==> src/rtl/fb_pkg.sv <==
// Shared types and constants for the 2-bpp frame buffer scanout path.
package fb_pkg;

    localparam int FB_AW = 13;

    typedef logic [23:0] rgb_t;

    typedef enum logic [1:0] {
        WAIT_FRAME,
        BLANK,
        ACTIVE
    } state_t;

    // Entry 0 of every palette is never shown: index 0 always resolves to the background.
    localparam rgb_t PALETTE [4][4] = '{
        '{24'h000000, 24'h555555, 24'hAAAAAA, 24'hFFFFFF},
        '{24'h000000, 24'hFF0000, 24'h00FF00, 24'h0000FF},
        '{24'h000000, 24'h00FFFF, 24'hFF00FF, 24'hFFFF00},
        '{24'h000000, 24'h804000, 24'h408000, 24'h004080}
    };

endpackage

==> src/rtl/fb_palette_lut.sv <==
// Stage-2 colour resolve: frame buffer index -> registered 24-bit RGB.
// Optional half-intensity grid overlay when FB_SCANOUT_GRID_EN is defined.
module fb_palette_lut
    import fb_pkg::*;
(
    input  logic        clk,
    input  logic        rst_n,
    input  logic        vld,
    input  logic        in_img,
    input  logic [1:0]  index,
    input  logic [1:0]  pal,
    input  logic [23:0] bgcolour,
`ifdef FB_SCANOUT_GRID_EN
    input  logic        grid,
`endif
    output logic [23:0] rgb
);

`ifdef FB_SCANOUT_GRID_EN
    function automatic rgb_t half_rgb(input rgb_t c);
        return {1'b0, c[23:17], 1'b0, c[15:9], 1'b0, c[7:1]};
    endfunction
`endif

    rgb_t colour;

    always_comb begin
        colour = bgcolour;
        if (in_img && index != 2'd0)
            colour = PALETTE[pal][index];
`ifdef FB_SCANOUT_GRID_EN
        if (in_img && grid)
            colour = half_rgb(colour);
`endif
    end

    always_ff @(posedge clk or negedge rst_n) begin
        if (!rst_n)
            rgb <= '0;
        else
            rgb <= vld ? colour : '0;
    end

endmodule

==> src/rtl/fb_scanout.sv <==
// Frame buffer scanout: timing strobes -> read address -> palette RGB, 3-cycle latency.
// Optional pixel grid overlay is built when FB_SCANOUT_GRID_EN is defined.
module fb_scanout
    import fb_pkg::*;
#(
    parameter int IMG_W      = 80,
    parameter int IMG_H      = 60,
    parameter int SCALE_LOG2 = 3
) (
    input  logic        clk,
    input  logic        rst_n,
    input  logic        de_in,
    input  logic        hs_in,
    input  logic        vs_in,
    input  logic [1:0]  palette,
    input  logic [23:0] bgcolour,
    input  logic [1:0]  fb_data,
    output logic [12:0] fb_addr,
    output logic [23:0] rgb,
    output logic        de_out,
    output logic        hs_out,
    output logic        vs_out
);

    localparam int                CW        = 11;
    localparam logic [CW-1:0]     CNT_MAX   = '1;
    localparam logic [CW-1:0]     IMG_W_C   = CW'(IMG_W);
    localparam logic [CW-1:0]     IMG_H_C   = CW'(IMG_H);
    localparam logic [FB_AW-1:0]  LINE_STEP = FB_AW'(IMG_W);

    function automatic logic [CW-1:0] sat_inc(input logic [CW-1:0] v);
        return (v == CNT_MAX) ? v : v + 1'b1;
    endfunction

    state_t           state;
    logic [CW-1:0]    sx, sy;
    logic [FB_AW-1:0] line_base;
    logic             de_prev, vs_prev;
    logic [1:0]       pal_lat;
    logic [23:0]      bg_lat;

    logic             vs_rise, de_rise, de_fall, pix, in_img, row_adv;
    logic [CW-1:0]    img_x, img_y, sy_inc;

    logic             vld_p0, vld_p1;
    logic             in_img_p0, in_img_p1;
    logic             de_p0, de_p1, de_p2;
    logic             hs_p0, hs_p1, hs_p2;
    logic             vs_p0, vs_p1, vs_p2;
`ifdef FB_SCANOUT_GRID_EN
    logic             grid_p0, grid_p1;
`endif

    // A pixel is live on every ACTIVE cycle and on the DE rising cycle itself, so the
    // first column of a line gets sx = 0 and stays aligned with the delayed strobes.
    always_comb begin
        vs_rise = vs_in & ~vs_prev;
        de_rise = de_in & ~de_prev;
        de_fall = ~de_in & de_prev;
        pix     = de_in & ~vs_rise & ((state == ACTIVE) | ((state == BLANK) & de_rise));
        img_x   = sx >> SCALE_LOG2;
        img_y   = sy >> SCALE_LOG2;
        in_img  = (img_x < IMG_W_C) && (img_y < IMG_H_C);
        sy_inc  = sat_inc(sy);
        row_adv = (sy_inc != sy) && (sy_inc[SCALE_LOG2-1:0] == '0) &&
                  ((sy_inc >> SCALE_LOG2) < IMG_H_C);
    end

    // Stage 0: FSM, counters, line base and the registered read address.
    always_ff @(posedge clk or negedge rst_n) begin
        if (!rst_n) begin
            state     <= WAIT_FRAME;
            sx        <= '0;
            sy        <= '0;
            line_base <= '0;
            de_prev   <= 1'b0;
            vs_prev   <= 1'b0;
            fb_addr   <= '0;
            vld_p0    <= 1'b0;
            vld_p1    <= 1'b0;
            {de_p0, de_p1, de_p2} <= '0;
            {hs_p0, hs_p1, hs_p2} <= '0;
            {vs_p0, vs_p1, vs_p2} <= '0;
        end else begin
            de_prev <= de_in;
            vs_prev <= vs_in;
            {de_p0, de_p1, de_p2} <= {de_in, de_p0, de_p1};
            {hs_p0, hs_p1, hs_p2} <= {hs_in, hs_p0, hs_p1};
            {vs_p0, vs_p1, vs_p2} <= {vs_in, vs_p0, vs_p1};
            vld_p0 <= pix;
            vld_p1 <= vld_p0;
            if (pix && in_img)
                fb_addr <= line_base + FB_AW'(img_x);
            if (vs_rise) begin
                state     <= BLANK;
                sx        <= '0;
                sy        <= '0;
                line_base <= '0;
            end else begin
                case (state)
                    BLANK:   if (de_rise) state <= ACTIVE;
                    ACTIVE:  if (de_fall) state <= BLANK;
                    default: ;
                endcase
                if (pix)
                    sx <= sat_inc(sx);
                if (de_fall && state == ACTIVE) begin
                    sx <= '0;
                    sy <= sy_inc;
                    if (row_adv)
                        line_base <= line_base + LINE_STEP;
                end
            end
        end
    end

    // Stage 1: frame buffer read in flight; carry pixel attributes alongside it.
    always_ff @(posedge clk) begin
        in_img_p0 <= in_img;
        in_img_p1 <= in_img_p0;
        if (vs_rise) begin
            pal_lat <= palette;
            bg_lat  <= bgcolour;
        end
`ifdef FB_SCANOUT_GRID_EN
        grid_p0 <= (sx[SCALE_LOG2-1:0] == '0) || (sy[SCALE_LOG2-1:0] == '0);
        grid_p1 <= grid_p0;
`endif
    end

    // Stage 2: registered colour resolve.
    fb_palette_lut u_lut (
        .clk      (clk),
        .rst_n    (rst_n),
        .vld      (vld_p1),
        .in_img   (in_img_p1),
        .index    (fb_data),
        .pal      (pal_lat),
        .bgcolour (bg_lat),
`ifdef FB_SCANOUT_GRID_EN
        .grid     (grid_p1),
`endif
        .rgb      (rgb)
    );

    assign de_out = de_p2;
    assign hs_out = hs_p2;
    assign vs_out = vs_p2;

endmodule

==> config.mk <==
export PLATFORM = sky130hd
export DESIGN_NAME = fb_scanout
export DESIGN_NICKNAME = d
export VERILOG_FILES = /design/src/rtl/fb_pkg.sv /design/src/rtl/fb_palette_lut.sv /design/src/rtl/fb_scanout.sv
export SDC_FILE = /design/constraint.sdc
export NUM_CORES = 1
export LEC_CHECK = 0
export ABC_AREA = 1
export CAP_MARGIN = 20
export CORE_UTILIZATION = 40
export DETAILED_ROUTE_END_ITERATION = 8
export HOLD_SLACK_MARGIN = 0.12
export MAX_ROUTING_LAYER = met4
export PLACE_DENSITY = 0.72
export SYNTH_ARGS = -nofsm -noshare
export SYNTH_HDL_FRONTEND = slang
export SYNTH_SLANG_ARGS = --single-unit
==> constraint.sdc <==
create_clock -name clk -period 7 [get_ports clk]
set_input_delay 1.4 -clock clk [delete_from_list [all_inputs] [get_ports clk]]
set_output_delay 1.4 -clock clk [all_outputs]
set_load 0.05 [all_outputs]
==> metrics.txt, run 1 <==
Initial Utilization 41.5%; #FFs+latches synth 109; flop-to-flop setup slack 4.85 ns; CTS H-tree lvls 3; Final TNS setup 0 ns; Port Buffers 72; CTS tree built; worst hold stages 0; final hold viol count 0; Post-synth EDFFs 26; Clock Path Buffers 2; vias in the first global route 3589; die height 111 um; synth cell count leaders nand2_1 (88), dfrtp_1 (81), nor2_1 (72), inv_1 (54), nand3_1 (38); worst reg-to-reg path cell count 7; nets@finish 614; Layout Area Growth over Synthesis 24.5%; critical path class in2reg; Syn Nets 540; register area share after synthesis 59.6%; clk_skew 0.00955 ns; r2r startpoint sy[5]; f_max 0.298 GHz; pin count of the biggest net entering global routing 82; DR DRC count 24; Worst path slowest cell clkinv_1; DIE AREA 12400 um^2; startpoint types primary input; ant diodes 0; syn_area_per_cell 9.55 um^2; Hold Crit Class reg2reg; worst-path cell chain clkdlybuf4s50_1, o21ai_2, clkinv_1, o21ai_0, o311ai_0, nor2_1; async set-reset flop share out of synthesis 74.3%; critical path arrival 3.62 ns; maximum VDD drop 0.138 mV; Worst-path clk slew 0.07 ns; fin. max-slew vios 0; crit path to u_lut.rgb[21]; critical path endpoint category register; ANT nets after route 0; Mapped Cells 500; # hold bufs at CTS 0; Yosys warnings 0; top cell type by total area after synthesis dfrtp_1; final worst path period need 3.35 ns; Critical Path Max Stage Delay 0.57 ns; Max-Cap Viols 0; crit share post-route 47.9%; P per Cell Area 242 nW/um^2; Slew @ Worst Pin 0.810 ns; Root Driver clkbuf_16; status complete, but fails checks; gr usage total 18.2%; global-route wire length before repair 17.3 mm; die span in x 111 um; Post-CTS Resized 0; Routed wire per std cell 14.0 um; core area 11500 um^2; Top FF cell, synth dfrtp_1; Lkg Pwr 2.63 nW; FP Rows 39; GPL Wtd Cong 0.878; CP Max Fanout 28; CTS sink cnt 109; relative slew slack 46.0%; TritonCTS buffer count 9; vias 3673; share of cells above drive strength 1 7.08%; final cell utilization of the core 51.6%; failing checks DRC; Via density 5.09; postcts setup bufs 0; R2R Path End fb_addr[8]; Top Ports 73; synth top area cells dfrtp_1 (42%), edfxtp_1 (16%), nand2_1 (6.9%), nor2_1 (5.7%), inv_1 (4.2%); Worst Setup SP fb_data[0]; Skew-Pair Late Insertion Delay 0.35 ns; unrepaired setup endpoints after global routing false; number of DRC markers in iteration 0 312; post-DP HPWL 7.02 mm; final setup fails 0; initial antenna violation count 0; gr ovfl total 0; count leader, synth nand2_1; Mapped Area 4780 um^2; post-synth cell types 41; post-synth top area share 42.4%; WL final 10.1 mm; CP required 7.27 ns; Pre-Repair DR Iteration Count 6
==> logic make-up after synthesis <==
kind of cell	share of synthesized area, %
simple gates	22.3
flops	59.6
compound gates	8.17
buf+inv	5.87
xor+xnor	2.20
fa+ha+maj	1.83
==> worst max-delay path, delay by kind of cell <==
kind	cells	cell delay (ns)
buffers and inverters	2	1.13
AND/OR/NAND/NOR	1	0.18
AO/OA/AOI/OAI	3	0.90
==> cells in the final DEF, fill, tap and decap left out, types with 2 or more instances in the layout <==
cell type,n
a21oi_1,14
a22o_1,2
buf_4,2
clkbuf_16,9
clkdlybuf4s50_1,71
clkinv_1,2
dfrtp_1,81
dfxtp_1,2
edfxtp_1,26
ha_1,7
inv_1,54
inv_6,2
nand2_1,88
nand2_2,3
nand3_1,38
nand3_2,3
nand4_1,13
nor2_1,71
nor2_2,8
nor2_4,2
nor3_1,3
nor4_1,3
o211ai_1,3
o21a_1,2
o21ai_0,26
o21ai_1,8
o21ai_2,2
o21bai_1,3
o22ai_1,4
xnor2_1,5
xor2_1,7
==> through the flow <==
stage	setup WS [ns]	power [mW]	area, um^2	hold slack, ns	instances
2_1_floorplan	3.36	0.857	4780	0.310	500
3_3_place_gp	3.41	0.938	5620	0.314	705
3_5_place_dp	3.35	0.943	5620	0.332	705
4_1_cts	3.68	1.45	5920	0.351	721
5_1_grt	3.42	1.51	5950	0.356	722
6_report	3.65	1.44	5950	0.347	722
==> area by class of cell <==
class / count / area (um^2)
flip-flops and latches: 109 / 2850
multi-input cells: 323 / 1650
well taps: 143 / 179
clock buffers: 9 / 225
repair buffers: 74 / 753
fillers: 1041 / 5570
clock inverters: 7 / 72.6
inverters: 57 / 216
==> power breakdown <==
group,internal (mW),switching [mW]
clock,0.279,0.229
sequential,0.687,0.0220
combinational,0.0758,0.147
==> flip-flops by register name, summed over array words and instances (netlist names), 2 cells and up <==
signal	count
bg_lat	24
fb_addr	13
line_base	9
pal_lat	2
state	2
sx	11
sy	11
u_lut.rgb	24
==> per-layer routing <==
metal | global-route usage (%) | vias up | share of wire (%)
met3 | 3.77 | 15 | 6.5
met1 | 23.4 | 1722 | 44
met5 | - | - | 0
met2 | 28.3 | 133 | 48
met4 | 7.21 | 0 | 1.8
li1 | - | 1803 | -
==> how the worst min path moves through the flow <==
stage / from / to
after floorplan: in_img_p0 / in_img_p1
after global placement: in_img_p0 / in_img_p1
after detailed placement: in_img_p0 / in_img_p1
after CTS: in_img_p0 / in_img_p1
after global routing: in_img_p0 / in_img_p1
final: in_img_p0 / in_img_p1
(Power assumes the default switching activity.)
==> run 2: changes to the inputs <==
- clock period: 7 -> 3.5 ns (I/O delays scaled with it)
==> run 2 against run 1 <==
Worst hold slack got worse by 0.15 ns. Register-to-register slack got worse by 3.4 ns. The run still ends with DRC left. Sequential cell count did not move. Worst setup slack got worse by 2.6 ns. Sequential power rose by 100%. Non-clock buffer count rose by 2. Wire length fell by 1.5%.
==> metrics.txt, run 2 (synthesis gave the netlist of run 1 again) <==
status complete, but fails checks; failing checks DRC; pin count of the biggest net entering global routing 82 (unchanged); crit share post-route 69.6%; worst-path cell chain clkdlybuf4s50_1, inv_1, nand3_1, inv_2, nor2_2, inv_1, nor2_8, nor2_1, o21a_1; die height 111 um (unchanged); Skew-Pair Late Insertion Delay 0.35 ns (about the same); Regs by FF count bg_lat: 24 flops, u_lut.rgb: 24 flops, fb_addr: 13 flops; CP Buf/Inv Count 4 (+2); Max-Cap Viols 0 (unchanged); startpoint types primary input; Comb power frac 15.8% (+0.3 points); CTS H-tree lvls 3 (unchanged); GPL Wtd Cong 0.897 (+2.2%); die span in x 111 um (unchanged); DIE AREA 12400 um^2 (unchanged); TritonCTS buffer count 9 (unchanged); P per Cell Area 477 nW/um^2 (+97%); Initial Utilization 41.5% (unchanged); critical path arrival 2.67 ns (-0.95 ns); Switching Fraction 27.5% (-0.20 points); final worst path period need 2.44 ns; Pre-Repair DR Iteration Count 7 (+1); WL final 9.97 mm (-1.5%); most common cell after layout, fill and taps aside nand2_1; CP Max Fanout 22 (-21%); CTS tree built; vias in the first global route 3660 (+2.0%); worst slack at placement 0.699 ns (-2.65 ns); Root Driver clkbuf_16; Slew @ Worst Pin 0.842 ns (+0.0317 ns); postcts setup bufs 0 (unchanged); Clk network pwr share 34.3% (-1.0 points); nets@finish 616 (+0.33%); Internal 2.06 mW (+98%); gr ovfl total 0 (unchanged); global-route wire length before repair 17.1 mm (-1.4%); f_max 0.410 GHz; initial antenna violation count 0 (unchanged); DR DRC count 24 (unchanged); maximum VDD drop 0.325 mV (+140%); Critical Path Max Stage Delay 0.52 ns (-0.05 ns); Routed wire per std cell 13.8 um (-1.8%); gr usage total 18.0% (-0.16 points); clk_skew 0.00850 ns (-0.00105 ns); setup ws final 1.06 ns (-2.58 ns); vias 3673 (unchanged); Final TNS setup 0 ns (unchanged); Reg power frac 49.9% (+0.7 points); # hold bufs at CTS 0 (unchanged); critical path endpoint category register; number of DRC markers in iteration 0 234 (-25%); Layout Area Growth over Synthesis 24.6% (about the same); Lkg Pwr 2.63 nW (+0.12%); share of cells above drive strength 1 7.23% (+0.15 points); Top Ports 73 (unchanged); final setup fails 0 (unchanged); NetSw 0.780 mW (+96%); unrepaired setup endpoints after global routing false; CP required 3.73 ns (-3.54 ns); critical path class in2reg; CP delay by family, top buffers and inverters; FP Rows 39 (unchanged); core area 11500 um^2 (unchanged); post-DP HPWL 7.04 mm (+0.29%); Worst-path clk slew 0.07 ns (about the same); most frequent cells in the layout nand2_1 (88), dfrtp_1 (81), nor2_1 (71), clkdlybuf4s50_1 (71), inv_1 (54); CTS sink cnt 109 (unchanged); Via density 5.07 (-0.28%); fin. max-slew vios 0 (unchanged); ANT nets after route 0 (unchanged); final hold viol count 0 (unchanged); Port Buffers 72 (unchanged); relative slew slack 43.8% (-2.1 points); Clock Path Buffers 2 (unchanged); most used cell, CP inv_1; Hold Crit Class in2async; Post-CTS Resized 0 (unchanged); Worst path slowest cell clkdlybuf4s50_1; ant diodes 0 (unchanged)
## run 2: cell types whose count changed in the layout (fill, tap and decap cells not counted), sizes merged
cell | previous run | this run
clkbuf | 9 | 12
clkinv | 4 | 3
buf | 3 | 5
bufinv | 1 | 0
inv | 58 | 57
## run 2: path summary, 6_finish.rpt
kind / from / end / slack (ns) / cells past startpoint
min in group clk: in_img_p0 / in_img_p1 / 0.34 / 0
max in group asynchronous: rst_n / hs_p1 / 2.72 / 2
worst min register to register: in_img_p0 / in_img_p1 / 0.34 / 0
worst max-delay path: de_in / sx[3] / 1.06 / 9
worst min-delay path: rst_n / u_lut.rgb[23] / 0.20 / 1
worst max register to register: state[0] / sx[8] / 1.41 / 9
## run 2: power by group through the flow
stage	Clock (mW)	Combinational (mW)	Sequential, mW
after floorplan	0	0.151	1.56
after global placement	0	0.437	1.44
after detailed placement	0	0.444	1.44
after CTS	1.01	0.447	1.42
after global routing	1.06	0.484	1.43
final	0.973	0.447	1.42
## run 2: through the flow
stage          utilization, %  instance area [um^2]  total power, mW  std cells  hold WS [ns]
5_1_grt                  51.7                  5950             2.97        724         0.191
3_5_place_dp             48.9                  5640             1.89        707         0.320
3_3_place_gp             48.9                  5640             1.88        707         0.312
4_1_cts                  51.4                  5920             2.87        723         0.342
2_1_floorplan               -                  4780             1.71        500         0.310
6_report                 51.7                  5950             2.84        724         0.201
## run 2: layer usage
| layer | global-route usage [%] | share of wire, % | vias to the layer above |
|---|---|---|---|
| met5 | - | 0 | - |
| met1 | 20.9 | 41 | 1737 |
| li1 | - | - | 1796 |
| met3 | 5.63 | 7.7 | 15 |
| met4 | 7.03 | 2.3 | 0 |
| met2 | 29.3 | 49 | 125 |
## run 2: layout make-up
| class | count | area (um^2) |
|---|---|---|
| clock buffer | 12 | 258 |
| inverter | 57 | 216 |
| multi-input combinational | 323 | 1650 |
| tap | 143 | 179 |
| clock inverter | 4 | 30.0 |
| sequential | 109 | 2850 |
| fill | 1028 | 5570 |
| timing repair buffer | 76 | 768 |
